File: config.mk
export PLATFORM = sky130hd
export DESIGN_NAME = fetch_stage
export DESIGN_NICKNAME = d
export VERILOG_FILES = /design/src/rtl/fetch_stage.sv
export SDC_FILE = /design/constraint.sdc
export NUM_CORES = 1
export LEC_CHECK = 0
export ABC_CLOCK_PERIOD_IN_PS = 4100
export CAP_MARGIN = 15
export CORE_ASPECT_RATIO = 0.6
export CORE_UTILIZATION = 40
export DETAILED_ROUTE_END_ITERATION = 12
export GPL_TIMING_DRIVEN = 1
export PLACE_DENSITY = 0.75
export SYNTH_ARGS = -nofsm -noshare
export SYNTH_HDL_FRONTEND = slang
export SYNTH_SLANG_ARGS = --single-unit
File: constraint.sdc
create_clock -name clk -period 4.1 [get_ports clk]
set_input_delay 0.615 -clock clk [delete_from_list [all_inputs] [get_ports clk]]
set_output_delay 0.615 -clock clk [all_outputs]
set_load 0.03 [all_outputs]
File: src/rtl/fetch_stage.sv
// Instruction-fetch stage: owns the PC, addresses a zero-latency imem and
// fills the IF/ID register, honouring stall, flush and branch/jump redirect.
//
// Ports:
//   clk, rst              clock, synchronous active-high reset
//   stall                 hold PC and IF/ID (load-use hazard)
//   flush                 bubble into IF/ID this cycle
//   redirect, redirect_pc taken branch/jump and its target byte address
//   imem_addr             instruction memory address (= pc)
//   imem_instr            word returned by memory in the same cycle
//   ifid_pc, ifid_pc4     PC of the IF/ID word and PC+4
//   ifid_instr            IF/ID instruction word
//   ifid_valid            1 = real instruction, 0 = bubble
//   fetch_count           saturating count of valid words latched
//   misalign              sticky: a misaligned redirect target was taken
module fetch_stage #(
    parameter logic [31:0] RESET_PC  = 32'h0000_0000,
    parameter logic [31:0] NOP_INSTR = 32'h0000_0000
) (
    input  logic        clk,
    input  logic        rst,
    input  logic        stall,
    input  logic        flush,
    input  logic        redirect,
    input  logic [31:0] redirect_pc,
    output logic [31:0] imem_addr,
    input  logic [31:0] imem_instr,
    output logic [31:0] ifid_pc,
    output logic [31:0] ifid_pc4,
    output logic [31:0] ifid_instr,
    output logic        ifid_valid,
    output logic [31:0] fetch_count,
    output logic        misalign
);

    logic [31:0] pc;
    logic [31:0] pc_plus4;
    logic        count_sat;

    assign pc_plus4  = pc + 32'd4;
    assign imem_addr = pc;
    assign count_sat = (fetch_count == 32'hFFFF_FFFF);

    always_ff @(posedge clk) begin
        if (rst) begin
            pc          <= RESET_PC;
            ifid_pc     <= 32'h0;
            ifid_pc4    <= 32'h0;
            ifid_instr  <= NOP_INSTR;
            ifid_valid  <= 1'b0;
            fetch_count <= 32'h0;
            misalign    <= 1'b0;
        end else if (redirect) begin
            // The word on imem_instr now is wrong-path: bubble it.
            pc         <= {redirect_pc[31:2], 2'b00};
            ifid_pc    <= pc;
            ifid_pc4   <= pc_plus4;
            ifid_instr <= NOP_INSTR;
            ifid_valid <= 1'b0;
            if (redirect_pc[1:0] != 2'b00) begin
                misalign <= 1'b1;
            end
        end else if (stall) begin
            // PC and IF/ID addresses hold; flush may still kill the word.
            if (flush) begin
                ifid_instr <= NOP_INSTR;
                ifid_valid <= 1'b0;
            end
        end else begin
            pc       <= pc_plus4;
            ifid_pc  <= pc;
            ifid_pc4 <= pc_plus4;
            if (flush) begin
                ifid_instr <= NOP_INSTR;
                ifid_valid <= 1'b0;
            end else begin
                ifid_instr <= imem_instr;
                ifid_valid <= 1'b1;
                if (!count_sat) begin
                    fetch_count <= fetch_count + 32'd1;
                end
            end
        end
    end

endmodule
==> results.yml <==
status:
  status: "completed"
timing:
  setup_viol: 0
  slew_viol_final: 0
  fin_crit_sh_pct: 69.9
  hold_violations: 0
  tightest_slew_ps: 960
  clock_skew_ps: 14.2
  fin_crit_ps: 2870
  fmax_mhz: 349
  tns_ps: 0
  rsz0062_at_grt: "no"
  max-slew-margin-rel_pct: 35.5
  whs_ps: 450
floorplanning:
  initial_core_util_pct: 41.6
  die_y_um: 104
  rows: 36
  io_pins: 231
  coreArea_um2: 16500
  die_area_um2: 17700
  die_x_um: 171
worst_setup_path:
  start_kind: "flip-flop"
  critPathMostFrequentCell: "or3_1"
  end_kind: "flip-flop"
  cpMaxStageDelayCell: "or4_4"
  crit_fanout: 12
  crit_chain: "ha_1 > nand3_2 > or4_4 > or3_1 > or3_1 > a311oi_1"
  max_stage_delay_ps: 650
  cp_data_required_time_ps: 4420
  path_buf_inv: 0
  worst-setup-path-type: "reg -> reg"
  cp_top_family: "simple AND/OR/NAND/NOR gates"
  cp.arrival_ps: 3190
clocking:
  postCtsSetupBuffers: 0
  cts_tree: "built"
  clk_pin_slew_worst_paths_ps: 70
  cts_buffers: 17
  cts_root_buffer: "clkbuf_16"
  cts_hold_buf: 0
  ctsLongestPathBuffers: 2
  clk-insertion-delay-late_ps: 420
  cts_sinks: 156
  cts_resized: 0
  ctsHtreeMaxLevel: 4
logic_synthesis:
  synthDistinctLibCells: 54
  synth_area_um2: 6870
  syn_inst: 810
  synth_edf_count: 0
  synthArstFlopShare_pct: 0
  synth_area_per_cell_um2: 8.49
  yosys_warnings: 0
  synth_seq_cells: 156
  synth_ff_type: "dfxtp_1"
  ys_seq_area_share_pct: 45.4
flow_run:
  cap_violations: 0
final_layout:
  mostFrequentLayoutCell: "clkdlybuf4s50_1"
  fin_util_pct: 59.3
  syn_to_final_growth_pct: 42.6
  final_layout_size_suffix_gt1_share_pct: 5.89
  antennaDiodeCount: 0
  final_cell_mix: "clkdlybuf4s50_1 (222), dfxtp_1 (156), nand2_1 (102), nor2_1 (90), a21oi_1 (76)"
  fill_cells: 1467
  final_nets: 1076
grt:
  grt-ovfl-total: 0
  antenna_found_initial: 0
  grt.total_usage_pct: 23.2
  grt_max_degree: 66
  grt_pass1_vias: 5932
  grt_pass1_wl_um: 32400
pwr:
  ir_worst_vdd_uv: 262
  p_leak_uw: 0.00345
  total_power_uw: 3710
  comb_power_share_pct: 13.8
  p_sw_uw: 1100
  p_per_area_nw_per_um2: 379
  pwr-share-clk_pct: 41.9
  switching_share_pct: 29.6
  pwr-share-seq_pct: 44.3
  p_int_uw: 2610
placed_design:
  io_buffer_count: 224
  place.detailed.hpwl_um: 14500
  gp_congestion: 0.864
drt:
  initialDrtViolationCount: 508
  routed_wl_um: 20500
  ant_nets: 0
  wl_per_cell_um: 16.5
  via_per_inst: 5.21
  route.vias.total: 6496
  dr.pass1.iters: 5
  drc: 0
min_path:
  min_path_type: "reg -> reg"
==> logic make-up after synthesis <==
| group | synth area share (%) |
|---|---|
| multiplexers | 5.88 |
| AND/OR/NAND/NOR | 22.1 |
| flip-flops | 45.4 |
| XOR/XNOR | 7.77 |
| other | 0.0546 |
| AO/OA/AOI/OAI | 14.0 |
| adder cells (fa/ha/maj) | 0.364 |
| buffers and inverters | 4.35 |
==> Yosys cell counts (all sizes together) (2+ instances only) <==
cell     instances  share of area, %
a211oi          23               2.5
a21oi           76               5.5
a311oi           3              0.38
a31oi            3              0.27
and2             5              0.46
and3             4              0.36
and4             6              0.76
buf             15               1.3
clkbuf          48               2.6
dfxtp          156                45
ha               2              0.36
inv              6              0.33
mux2             3              0.49
mux2i           37               5.4
nand2          104               5.7
nand3           21               1.6
nand4           19               1.8
nand4b           2              0.25
nor2            90               4.9
nor2b            7              0.64
nor3            11              0.87
nor4            10               1.1
o2111ai          3              0.38
o21a             8              0.87
o21ai           39               2.8
o31ai            6              0.73
or3             22               2.0
or4              8              0.93
xnor2           24               3.1
xor2            37               4.7
==> power groups by stage <==
stage / combinational, µW / sequential [µW] / clock, µW
2_1_floorplan: 184 / 1770 / 0
3_3_place_gp: 506 / 1680 / 0
3_5_place_dp: 511 / 1680 / 0
4_1_cts: 514 / 1650 / 1580
5_1_grt: 545 / 1660 / 1640
6_report: 512 / 1650 / 1550
==> final timing paths <==
check                                  from                         end  slack, ps  depth (start not counted)
setup / recovery  imem_addr[2]$_SDFFE_PP0P_  imem_addr[24]$_SDFFE_PP0P_       1230                          6
hold / removal      ifid_valid$_SDFFE_PP0P_     ifid_valid$_SDFFE_PP0P_        450                          2
setup reg to reg  imem_addr[2]$_SDFFE_PP0P_  imem_addr[24]$_SDFFE_PP0P_       1230                          6
hold reg to reg     ifid_valid$_SDFFE_PP0P_     ifid_valid$_SDFFE_PP0P_        450                          2
==> through the flow <==
| step | area (µm²) | setup slack (ps) | std cells |
|---|---|---|---|
| after floorplan | 6890 | 1480 | 815 |
| after global placement | 9230 | 1260 | 1213 |
| after detailed placement | 9230 | 1150 | 1213 |
| after CTS | 9800 | 1140 | 1245 |
| after global routing | 9800 | 1050 | 1246 |
| final | 9800 | 1230 | 1246 |
==> tightest hold or removal path: stages (launching register included) <==
cell and delay (ps):
dfxtp_1 310, inv_1 50, a21oi_1 50
==> flip-flops by register name (all words and copies together), names as in the netlist <==
name         count
fetch_count     32
misalign         1
ifid_valid       1
imem_addr       30
ifid_pc         30
ifid_instr      32
ifid_pc4        30
==> layout make-up <==
| type | count | area [µm²] | area share (%) |
|---|---|---|---|
| tap | 228 | 285 | 2.91 |
| inverter | 7 | 26.3 | 0.268 |
| multi-input combinational | 589 | 3480 | 35.5 |
| clock buffer | 17 | 425 | 4.34 |
| clock inverter | 15 | 148 | 1.51 |
| timing repair buffer | 234 | 2320 | 23.7 |
| sequential | 156 | 3120 | 31.9 |
==> routing by layer <==
layer	track usage (%)	part of all wire (%)	vias up
met4	5.42	0.81	0
met2	32.1	41	203
met3	6.53	7.6	19
li1	-	-	3205
met5	0	0	-
met1	34.8	50	3069
(Power assumes the default switching activity.)
